**src/rtl/gate_multi_fault_pkg.sv**
```systemverilog
// Shared wiring definitions for random-select fault-lamp gates:
// the LFSR geometry/mask, its step function and the selection FSM states.
package gate_multi_fault_pkg;

  localparam int               LFSR_W    = 16;
  localparam logic [LFSR_W-1:0] LFSR_MASK = 16'hB400;
  localparam logic [LFSR_W-1:0] LFSR_ZERO_SUB = 16'h0001;

  // Selection FSM shared by random-select gates
  typedef enum logic [1:0] {
    IDLE   = 2'd0,
    SELECT = 2'd1,
    EMIT   = 2'd2
  } rsel_state_t;

  // One Galois step, shifting right; the mask is folded in when bit 0 leaves
  function automatic logic [LFSR_W-1:0] lfsr_step(input logic [LFSR_W-1:0] v);
    logic [LFSR_W-1:0] nxt;
    nxt = v >> 1;
    if (v[0]) nxt = nxt ^ LFSR_MASK;
    return nxt;
  endfunction

  // An all-zero seed would lock the LFSR, so it is substituted
  function automatic logic [LFSR_W-1:0] lfsr_seed_fix(input logic [LFSR_W-1:0] s);
    return (s == '0) ? LFSR_ZERO_SUB : s;
  endfunction

endpackage

```
**src/rtl/gate_multi_fault_lfsr16.sv**
```systemverilog
// 16-bit Galois LFSR that steps only when enabled; reusable by any
// fault-lamp block that needs a cheap pseudo-random draw.
module wiring_lfsr16
  import gate_multi_fault_pkg::*;
#(
  parameter logic [15:0] SEED = 16'hACE1
) (
  input  logic              clk,
  input  logic              reset,
  input  logic              en,
  output logic [LFSR_W-1:0] state
);

  localparam logic [LFSR_W-1:0] SEED_EFF = lfsr_seed_fix(SEED);

  // Reload the seed on reset, otherwise advance one step per enabled cycle
  always_ff @(posedge clk or negedge reset) begin
    if (!reset) begin
      state <= SEED_EFF;
    end else if (en) begin
      state <= lfsr_step(state);
    end
  end

endmodule

```
**src/rtl/gate_multi_fault.sv**
```systemverilog
// Faulty-lamp gate with several plain lamps: each fault trigger is queued,
// then a lamp is picked at random and its state is emitted as a one-cycle pulse.
module gate_multi_fault
  import gate_multi_fault_pkg::*;
#(
  parameter int          LAMP_COUNT  = 4,
  parameter int          QUEUE_DEPTH = 4,
  parameter logic [15:0] LFSR_SEED   = 16'hACE1
) (
  input  logic                  clk,
  input  logic                  reset,
  input  logic                  logic_reset,
  input  logic [LAMP_COUNT-1:0] lamp_toggle,
  input  logic                  fault_trigger,
  output logic                  out,
  output logic [LAMP_COUNT-1:0] lamp_state,
  output logic                  busy,
  output logic                  overflow
);

  localparam int IDX_W  = (LAMP_COUNT > 1) ? $clog2(LAMP_COUNT) : 1;
  localparam int PEND_W = $clog2(QUEUE_DEPTH + 1);
  localparam logic [PEND_W-1:0] PEND_MAX = PEND_W'(QUEUE_DEPTH);
  localparam logic [IDX_W:0]    LAMP_LIM = (IDX_W + 1)'(LAMP_COUNT);

  if (LAMP_COUNT < 1) begin : g_chk_lamp_count
    $error("gate_multi_fault: LAMP_COUNT must be at least 1");
  end
  if (QUEUE_DEPTH < 1) begin : g_chk_queue_depth
    $error("gate_multi_fault: QUEUE_DEPTH must be at least 1");
  end

  rsel_state_t          state_q;
  rsel_state_t          state_d;
  logic [PEND_W-1:0]    pend_q;
  logic [IDX_W-1:0]     sel_q;
  logic [LAMP_COUNT-1:0] lamp_q;
  logic                 ovf_q;
  logic [LFSR_W-1:0]    lfsr_state;
  logic [IDX_W-1:0]     draw;
  logic                 draw_ok;
  logic                 deq;
  logic                 accept;
  logic                 drop;
  logic                 lfsr_unused;

  // Only the low bits feed the draw; the rest merely carry the sequence
  assign lfsr_unused = ^lfsr_state[LFSR_W-1:IDX_W];

  assign draw    = lfsr_state[IDX_W-1:0];
  assign draw_ok = ({1'b0, draw} < LAMP_LIM);

  // A full queue still takes a trigger when a slot frees in the same cycle
  assign accept = fault_trigger && !logic_reset && ((pend_q != PEND_MAX) || deq);
  assign drop   = fault_trigger && !logic_reset && (pend_q == PEND_MAX) && !deq;

  wiring_lfsr16 #(
    .SEED (LFSR_SEED)
  ) u_lfsr (
    .clk   (clk),
    .reset (reset),
    .en    (state_q == SELECT),
    .state (lfsr_state)
  );

  // Lamp register: each toggle bit flips its lamp; only hard reset clears it
  always_ff @(posedge clk or negedge reset) begin
    if (!reset) begin
      lamp_q <= '0;
    end else begin
      lamp_q <= lamp_q ^ lamp_toggle;
    end
  end

  // Pending-trigger count; a trigger and a dequeue together cancel out
  always_ff @(posedge clk or negedge reset) begin
    if (!reset) begin
      pend_q <= '0;
    end else if (logic_reset) begin
      pend_q <= '0;
    end else if (accept && !deq) begin
      pend_q <= pend_q + PEND_W'(1);
    end else if (!accept && deq) begin
      pend_q <= pend_q - PEND_W'(1);
    end
  end

  // Sticky drop flag, cleared by either reset
  always_ff @(posedge clk or negedge reset) begin
    if (!reset) begin
      ovf_q <= 1'b0;
    end else if (logic_reset) begin
      ovf_q <= 1'b0;
    end else if (drop) begin
      ovf_q <= 1'b1;
    end
  end

  // Latch the accepted draw as the lamp to report
  always_ff @(posedge clk or negedge reset) begin
    if (!reset) begin
      sel_q <= '0;
    end else if ((state_q == SELECT) && draw_ok) begin
      sel_q <= draw;
    end
  end

  // FSM state register
  always_ff @(posedge clk or negedge reset) begin
    if (!reset) begin
      state_q <= IDLE;
    end else if (logic_reset) begin
      state_q <= IDLE;
    end else begin
      state_q <= state_d;
    end
  end

  // FSM next state; also decides when a pending trigger is consumed
  always_comb begin
    state_d = state_q;
    deq     = 1'b0;
    case (state_q)
      IDLE: begin
        if (pend_q != '0) begin
          deq     = 1'b1;
          state_d = SELECT;
        end
      end
      SELECT: begin
        // Out-of-range draws are rejected and retried on the next LFSR value
        if (draw_ok) begin
          state_d = EMIT;
        end
      end
      EMIT: begin
        if (pend_q != '0) begin
          deq     = 1'b1;
          state_d = SELECT;
        end else begin
          state_d = IDLE;
        end
      end
      default: begin
        state_d = IDLE;
      end
    endcase
  end

  // FSM outputs; the emitted lamp value is the registered one
  always_comb begin
    out        = (state_q == EMIT) && lamp_q[sel_q];
    busy       = (state_q != IDLE) || (pend_q != '0);
    overflow   = ovf_q;
    lamp_state = lamp_q;
  end

endmodule

```
**config.mk**
```make
export PLATFORM = sky130hd
export DESIGN_NAME = gate_multi_fault
export DESIGN_NICKNAME = d
export VERILOG_FILES = /design/src/rtl/gate_multi_fault_pkg.sv /design/src/rtl/gate_multi_fault_lfsr16.sv /design/src/rtl/gate_multi_fault.sv
export SDC_FILE = /design/constraint.sdc
export NUM_CORES = 1
export LEC_CHECK = 0
export BUFFER_PORTS_ARGS = -buffer_cell sky130_fd_sc_hd__buf_2
export CORE_MARGIN = 5
export CORE_UTILIZATION = 60
export DETAILED_ROUTE_END_ITERATION = 12
export GPL_TIMING_DRIVEN = 0
export PLACE_DENSITY = 0.8
export SYNTH_ARGS = -nofsm -noshare
export SYNTH_HDL_FRONTEND = slang
export SYNTH_SLANG_ARGS = --single-unit
```
**constraint.sdc**
```tcl
create_clock -name clk -period 4.3 [get_ports clk]
set_input_delay 0.645 -clock clk [delete_from_list [all_inputs] [get_ports clk]]
set_output_delay 0.645 -clock clk [all_outputs]
set_load 0.03 [all_outputs]
```
-- After elaboration in Yosys (flattened, before gate mapping)
Cells that the tools add are included.
- flip-flop bits (word level): 28
- input bits: 8
- output and inout bits: 7
- logic and storage cells: 48
- add/subtract/negate cells: 2
- $lt $le $gt $ge: 1
- equal/unequal tests: 5
- multiplexer cells: 14
- bitwise operators: 2
- reduce and logical (&&, ||, !) cells: 18
- operators by type and width (cell ; count):
    $mux W16 ; 1
    $mux W3 ; 3
    $logic_and A1 B1 Y1 ; 7
    $mux W1 ; 6
    $ne A3 B3 Y1 const B ; 2
    $pmux W2 S3 ; 1
    $reduce_bool A3 Y1 ; 2
    $mux W2 ; 2
    $not A3 Y4 ; 1
    $reduce_bool A2 Y1 ; 2
    $xor A4 B4 Y4 ; 1
    $add A3 B1 Y3 const B ; 1
    $eq A3 B3 Y1 const B ; 1
    $logic_not A1 Y1 ; 3
    $lt A2 B3 Y1 const B ; 1
    $sub A3 B1 Y3 const B ; 1
    $bmux W1 S2 ; 1
    $eq A2 B1 Y1 const B ; 1
    $eq A2 B2 Y1 const B ; 1
    $logic_not A2 Y1 ; 1
    $logic_or A1 B1 Y1 ; 2
    $reduce_or A2 Y1 ; 1

-- Longest topological paths before layout
Gate-level depths: netlist of run 1.
- depth in word-level cells: 10
- depth in mapped cells: 8
- mapped depth without buffers: 7

-- Hierarchy
From an unflattened synthesis of run 1, not the netlist that was laid out.
- cells, all modules: 98
- area, all modules: 1286.2 um^2
- by module, submodules not included (module ; instances ; cells each ; area each (um^2) ; sequential area each (um^2)):
    wiring_lfsr16 ; 1 ; 40 ; 655.6 ; 410.4
    gate_multi_fault ; 1 ; 58 ; 630.6 ; 300.3

-- Worst setup path before layout of run 1
OpenSTA, ideal clock, no wires.
- path kind: register -> output
- start: reg lamp_q[0], in the netlist lamp_state[0]
- end: out out
- arrival time: 2318 ps
- required time: 3655 ps
- slack: 1337 ps
- stages on the path, launching flop included: 4
- path buffers: 0
- cells stage by stage: dfrtp_1 > nor2b_1 > a211oi_1 > a2111oi_0
- cells in the longest elaborated chain, start to end: 3
- RTL lines (element ; RTL line ; text):
    start, declared ; gate_multi_fault.sv:37 ; logic [LAMP_COUNT-1:0] lamp_q;
    start signal, assigned ; gate_multi_fault.sv:71 ; lamp_q <= lamp_q ^ lamp_toggle;
    $bmux W1 S2 ; gate_multi_fault.sv:152 ; out = (state_q == EMIT) && lamp_q[sel_q];
    $mux W1 (not written as such) ; gate_multi_fault.sv:152 ;
    $logic_and A1 B1 Y1 ; gate_multi_fault.sv:152 ;
    end, declared ; gate_multi_fault.sv:15 ; output logic out,
No other way between the ends. The select of a mux whose other input is x is not followed.

-- Final worst setup path of run 1
- start: reg sel_q[0]
- end: out out
- cells in the longest elaborated chain, start to end: 3
- RTL lines (element ; RTL line ; text):
    start, declared ; gate_multi_fault.sv:36 ; logic [IDX_W-1:0] sel_q;
    start signal, assigned ; gate_multi_fault.sv:104 ; sel_q <= draw;
    $bmux W1 S2 ; gate_multi_fault.sv:152 ;
    $mux W1 (not written as such) ; gate_multi_fault.sv:152 ;
    $logic_and A1 B1 Y1 ; gate_multi_fault.sv:152 ;
No other way between the ends. The select of a mux whose other input is x is not followed.

==> flow_summary.yaml, run 1 <==
route:
  vias: 913
  routed_wl_um: 2180
  post-route-drc-count: 0
  wl_cell_um: 12.6
  drt_pre_antenna_iters: 4
  drt_iter0_drc: 16
  route.antenna.remaining_nets: 0
  detail_route.vias_per_cell: 5.28
setup_path:
  startpoint_type: "flop"
  reg2reg_setup_slack_ns: 2.23
  worstSetupPathType: "reg -> out"
  rr_endpoint: "pend_q[2]"
  worst-r2r-cell-count: 7
  critical_path.endpoint_type: "output pin"
  critPathMaxFanout: 4
  worstPathRequired_ns: 3.65
  r2r_start: "pend_q[0]"
  critical_path_arrival_ns: 1.61
finish:
  nNetsFinal: 156
  final_cell_mix: "47 x nand2_1, 20 x dfrtp_1, 14 x buf_2"
  layout_commonest_cell: "nand2_1"
  area_delta_synth_final_pct: 10.3
  fill_cells: 161
  post_route_cells_drive_above_1_share: 0.212
  instances_no_fill: 173
  antenna-diode-count: 0
timing:
  setup-violations-final: 0
  timing.clock.skew_ns: 0.00566
  fin_tns_setup_ns: 0
  final_period_minus_worst_setup_slack_ns: 2.25
  rsz0062_at_grt: "false"
  final_hold_vio_count: 0
  max_clock_freq_mhz: 444
  post-route-period-util: 0.524
  maxSlewHeadroom: 0.598
  slew_violations: 0
  slew_at_the_pin_with_the_worst_max_slew_slack_ns: 0.604
global_routing:
  maximum_number_of_pins_on_one_net_before_global_route_repair: 29
  antenna_found_initial: 0
  first_global_vias: 959
  global_route_wire_length_before_repair_um: 4050
  gr-usage-met2: 0.292
  grt_overflow_total: 0
  global_route.peak_usage_layer: "met2"
  global_route.usage.total: 0.161
  grt_util_met1: 0.184
  grt_use_met3: 0.0325
yosys:
  synth.distinct_cells: 29
  synth_flop_cell: "dfrtp_1"
  synthesis.nets: 139
  synth.ff_latch_count: 28
  synth_enable_flop_cells: 0
  netlist_area_sq_um: 1260
  avgSynthCellArea_sq_um: 9.67
  synthesis.instances: 130
  synthArstFlopShare: 1.00
  yosys_warnings: 0
  synth.yosys.seq_area_share: 0.565
power:
  vdd.ir_drop.worst_v: 0.000359
  power_per_cell_area_nw_per_um2: 554
  p_leak_nw: 0.678
placement:
  gp_congestion: 0.804
  post-dp-hpwl_um: 1540
  placedCellCount: 169
  port-buffer-count: 12
clocking:
  number_of_clock_buffers_inserted_by_tritoncts: 3
  cts_root_buffer: "clkbuf_4"
  postCtsResizedCells: 0
  cts_hold_buffers: 0
  clkTransAtPathRegs_ns: 0.14
  htreeDepth: 1
  insertion_delay_ns: 0.32
  cts_tree: "done"
  cts_setup_buffers: 0
  clock_path_buffers: 2
  cts.sinks: 28
worst_hold_path:
  hold_path_class: "in -> async"
die:
  top_level_ports: 15
  die_h_um: 55.8
  row_count: 16
  initial_cell_density_of_the_core: 0.634
  coreArea_sq_um: 1980
  die_area_sq_um: 3110
  die_x_um: 55.8
status:
  outcome: "completed"
run:
  timing.max_cap.violations: 0
## routing by layer
layer / up-vias / wire [um] / share of wire
li1: 451 / - / -
met1: 440 / 963 / 0.44
met2: 18 / 1100 / 0.51
met3: 4 / 84 / 0.039
met4: 0 / 27 / 0.012
met5: - / 0 / 0
## area by class of cell
cell class              instances  area (sq um)  share of cell area
well taps                      27          33.8              0.0243
repair buffers                 12          60.1              0.0433
multi-input cells              92           503               0.362
inverters                       3          11.3             0.00812
flip-flops and latches         28           711               0.512
clock buffers                   4          36.3              0.0261
plain buffers                   7          32.5              0.0234
## critical path: stages (launching register included)
cell,delay (ns)
dfrtp_1,0.45
nor2b_1,0.14
a211oi_1,0.07
a2111oi_0,0.36
buf_2,0.27
## logic make-up (layout without fill, tap and decap cells)
group,count (synthesis),after routing,synth area share
AO/OA/AOI/OAI,12,12,0.0726
multiplexers,3,3,0.0259
buffers and inverters,10,26,0.0348
AND/OR/NAND/NOR,68,68,0.230
flip-flops,28,28,0.565
adder cells (fa/ha/maj),1,1,0.0159
XOR/XNOR,8,8,0.0557
## sequential cells by signal (all words and copies together), names as in the netlist
register and cells:
u_lfsr.state 16, lamp_state 4, pend_q 3, sel_q 2
state_q 2, overflow 1
## power by group
| group | internal, W | switching (W) | leakage [nW] |
|---|---|---|---|
| Combinational | 0.000110 | 0.000191 | 0.308 |
| Sequential | 0.000301 | 0.0000410 | 0.349 |
| Clock | 0.0000518 | 0.0000740 | 0.0210 |
| Total | 0.000462 | 0.000306 | 0.678 |
## cell usage after synthesis (2+ instances only)
cell type	instances	area share
nand2_1	47	0.14
inv_1	3	0.0090
xnor2_1	4	0.028
nor2_1	9	0.027
xor2_1	4	0.028
dfstp_2	8	0.17
buf_2	2	0.0080
mux2_2	2	0.018
nor2b_1	4	0.020
dfrtp_1	20	0.40
nand2b_1	2	0.0099
clkbuf_1	4	0.012
o21ai_0	4	0.016
nor3_1	2	0.0080
## how the worst max path moves through the flow
stage                             start   endpoint  slack, ns
after floorplan           lamp_state[0]        out       1.34
after global placement      logic_reset  pend_q[2]       2.27
after detailed placement    logic_reset  pend_q[2]       2.20
after CTS                      sel_q[0]        out       2.04
after global routing           sel_q[0]        out       1.86
final                          sel_q[0]        out       2.05
## per-stage QoR
| stage | instance area, sq um | total power (W) | worst slack [ns] | utilization | hold WS (ns) |
|---|---|---|---|---|---|
| finish | 1390 | 0.000768 | 2.05 | 0.700 | 0.301 |
| detailed placement | 1350 | 0.000649 | 2.20 | 0.682 | 0.443 |
| CTS | 1390 | 0.000775 | 2.04 | 0.700 | 0.320 |
| global route | 1390 | 0.000822 | 1.86 | 0.700 | 0.327 |
| floorplan | 1260 | 0.000568 | 1.34 | - | 0.349 |
| global placement | 1350 | 0.000637 | 2.27 | 0.682 | 0.440 |
(Power assumes the default switching activity.)
==> run 2: changes to the inputs <==
Settings changed: ABC_AREA set to 1, CORE_UTILIZATION 60 to 55, PLACE_DENSITY 0.8 to 0.74.
Clock period 4.3 ns to 2.4 ns, I/O delays scaled along.
==> flow_summary.yaml, run 2 <==
finish:
  registers.top_by_ff_count: "u_lfsr.state"
  layout_commonest_cell: "nand2_1"
  fill_cells: 188
  largest_reg_flops: 16
  area_delta_synth_final_pct: 12.7
  nNetsFinal: 159
  post_route_cells_drive_above_1_share: 0.255
  finish.utilization: 0.639
  final_cell_mix: "45 x nand2_1, 20 x dfrtp_1, 17 x buf_2"
  antenna-diode-count: 0
die:
  die_area_sq_um: 3310
  die_h_um: 57.5
  coreArea_sq_um: 2190
  top_level_ports: 15
  row_count: 17
  die_x_um: 57.5
  initial_cell_density_of_the_core: 0.567
global_routing:
  first_global_vias: 853
  global_route_wire_length_before_repair_um: 3590
  maximum_number_of_pins_on_one_net_before_global_route_repair: 29
  global_route.usage.total: 0.139
  antenna_found_initial: 0
  grt_overflow_total: 0
setup_path:
  critical_path_arrival_ns: 1.41
  critical-path-slowest-cell: "dfrtp_1"
  reg2reg_setup_slack_ns: 0.79
  cp_cell_sequence: "inv_1 -> nand2_1 -> a221oi_1 -> buf_2"
  critical_path.endpoint_type: "output pin"
  rr_endpoint: "pend_q[2]"
  critPathMaxFanout: 3
  worstPathRequired_ns: 2.04
  worstSetupPathType: "reg -> out"
  cp_slowest_stage_delay_ns: 0.43
  startpoint_type: "flop"
  worst-r2r-cell-count: 9
  r2r_start: "pend_q[0]"
clocking:
  insertion_delay_ns: 0.32
  cts_tree: "done"
  cts_root_buffer: "clkbuf_4"
  cts.sinks: 28
  postCtsResizedCells: 0
  number_of_clock_buffers_inserted_by_tritoncts: 3
  htreeDepth: 1
  cts_hold_buffers: 0
  clkTransAtPathRegs_ns: 0.15
  clock_path_buffers: 2
  cts_setup_buffers: 0
timing:
  final_period_minus_worst_setup_slack_ns: 1.77
  setup-violations-final: 0
  maxSlewHeadroom: 0.608
  holdWs_ns: 0.0128
  slew_violations: 0
  final_hold_vio_count: 0
  fin_tns_setup_ns: 0
  slew_at_the_pin_with_the_worst_max_slew_slack_ns: 0.588
  rsz0062_at_grt: "false"
  post-route-period-util: 0.738
  timing.clock.skew_ns: 0.00984
  max_clock_freq_mhz: 565
power:
  p_leak_nw: 0.700
  power_per_cell_area_nw_per_um2: 1070
  vdd.ir_drop.worst_v: 0.000681
yosys:
  avgSynthCellArea_sq_um: 9.48
  synthesis.instances: 131
  synth_flop_cell: "dfrtp_1"
  synth.yosys.seq_area_share: 0.572
  synthArstFlopShare: 1.00
  synth.most_common_cell: "nand2_1"
  yosysTopAreaCell: "dfrtp_1"
  synth.area.top_cells: "dfrtp_1 40%, dfstp_2 17%, nand2_1 14%"
  synthDominantCellAreaShare: 0.403
  yosys_warnings: 0
  synth_enable_flop_cells: 0
  synthesis.nets: 140
  synth.ff_latch_count: 28
  synth.distinct_cells: 24
  synth_common_cells: "45 x nand2_1, 20 x dfrtp_1, 13 x inv_1, 8 x dfstp_2"
  netlist_area_sq_um: 1240
route:
  vias: 873
  drt_iter0_drc: 33
  wl_cell_um: 11.8
  routed_wl_um: 2090
  drt_pre_antenna_iters: 4
  detail_route.vias_per_cell: 4.93
  post-route-drc-count: 0
  route.antenna.remaining_nets: 0
worst_hold_path:
  hold_path_class: "in -> async"
placement:
  gp_congestion: 0.748
  post-dp-hpwl_um: 1510
  port-buffer-count: 14
status:
  outcome: "completed"
run:
  timing.max_cap.violations: 0
[run 2: cell count changes in the layout (fill, tap and decap cells not counted), sizes merged, moves of 3 or more]
cell    delta
clkbuf     -4
inv       +12
a21oi      +3
nor2b      -4
o21ai      +6
nor2       -3
nand3      +5
[run 2: routing by layer]
metal,up-vias,GRT usage,part of all wire
li1,446,-,-
met1,395,0.177,0.46
met2,30,0.224,0.46
met3,2,0.0339,0.070
met4,0,0.0629,0.0062
met5,-,0,0
[run 2: logic make-up after synthesis]
family / after synthesis / synth area share
XOR/XNOR: 7 / 0.0493
buffers and inverters: 19 / 0.0604
adder cells (fa/ha/maj): 1 / 0.0161
flip-flops: 28 / 0.572
AO/OA/AOI/OAI: 16 / 0.0755
AND/OR/NAND/NOR: 60 / 0.227
[run 2: worst max-delay path, delay by kind of cell, from the launching register on]
kind / cells / cell delay, ns
buf+inv: 2 / 0.35
compound gates: 1 / 0.26
simple gates: 1 / 0.06
flops: 1 / 0.43
[run 2: final cells by class]
cell class                      instances  area [sq um]  share of cell area
Sequential cell                        28           711               0.508
Multi-Input combinational cell         84           457               0.326
Timing Repair Buffer                   14          70.1              0.0500
Inverter                               15          56.3              0.0402
Tap cell                               28          35.0              0.0250
Clock inverter                          1          30.0              0.0214
Clock buffer                            3          22.5              0.0161
Buffer                                  4          18.8              0.0134
[run 2: worst max-delay path by stage]
stage | endpoint | slack, ns | cells past startpoint | startpoint
after floorplan | out | 0.57 | 2 | lamp_state[3]
after global placement | pend_q[2] | 0.88 | 9 | pend_q[0]
after detailed placement | pend_q[2] | 0.81 | 9 | pend_q[0]
after CTS | out | 0.61 | 4 | sel_q[0]
after global routing | out | 0.53 | 4 | sel_q[0]
final | out | 0.63 | 4 | sel_q[0]
[run 2: where the power goes]
part / switching, W / total [W] / internal, W
Sequential: 0.0000659 / 0.000609 / 0.000543
Clock: 0.000131 / 0.000299 / 0.000169
Combinational: 0.000414 / 0.000594 / 0.000180
[run 2: per-stage QoR]
stage / std cells / area, sq um / setup WS [ns] / total power [W]
global route: 177 / 1400 / 0.535 / 0.00160
detailed placement: 173 / 1350 / 0.813 / 0.00121
CTS: 177 / 1400 / 0.606 / 0.00152
global placement: 173 / 1350 / 0.882 / 0.00119
floorplan: 131 / 1240 / 0.565 / 0.00106
finish: 177 / 1400 / 0.629 / 0.00150
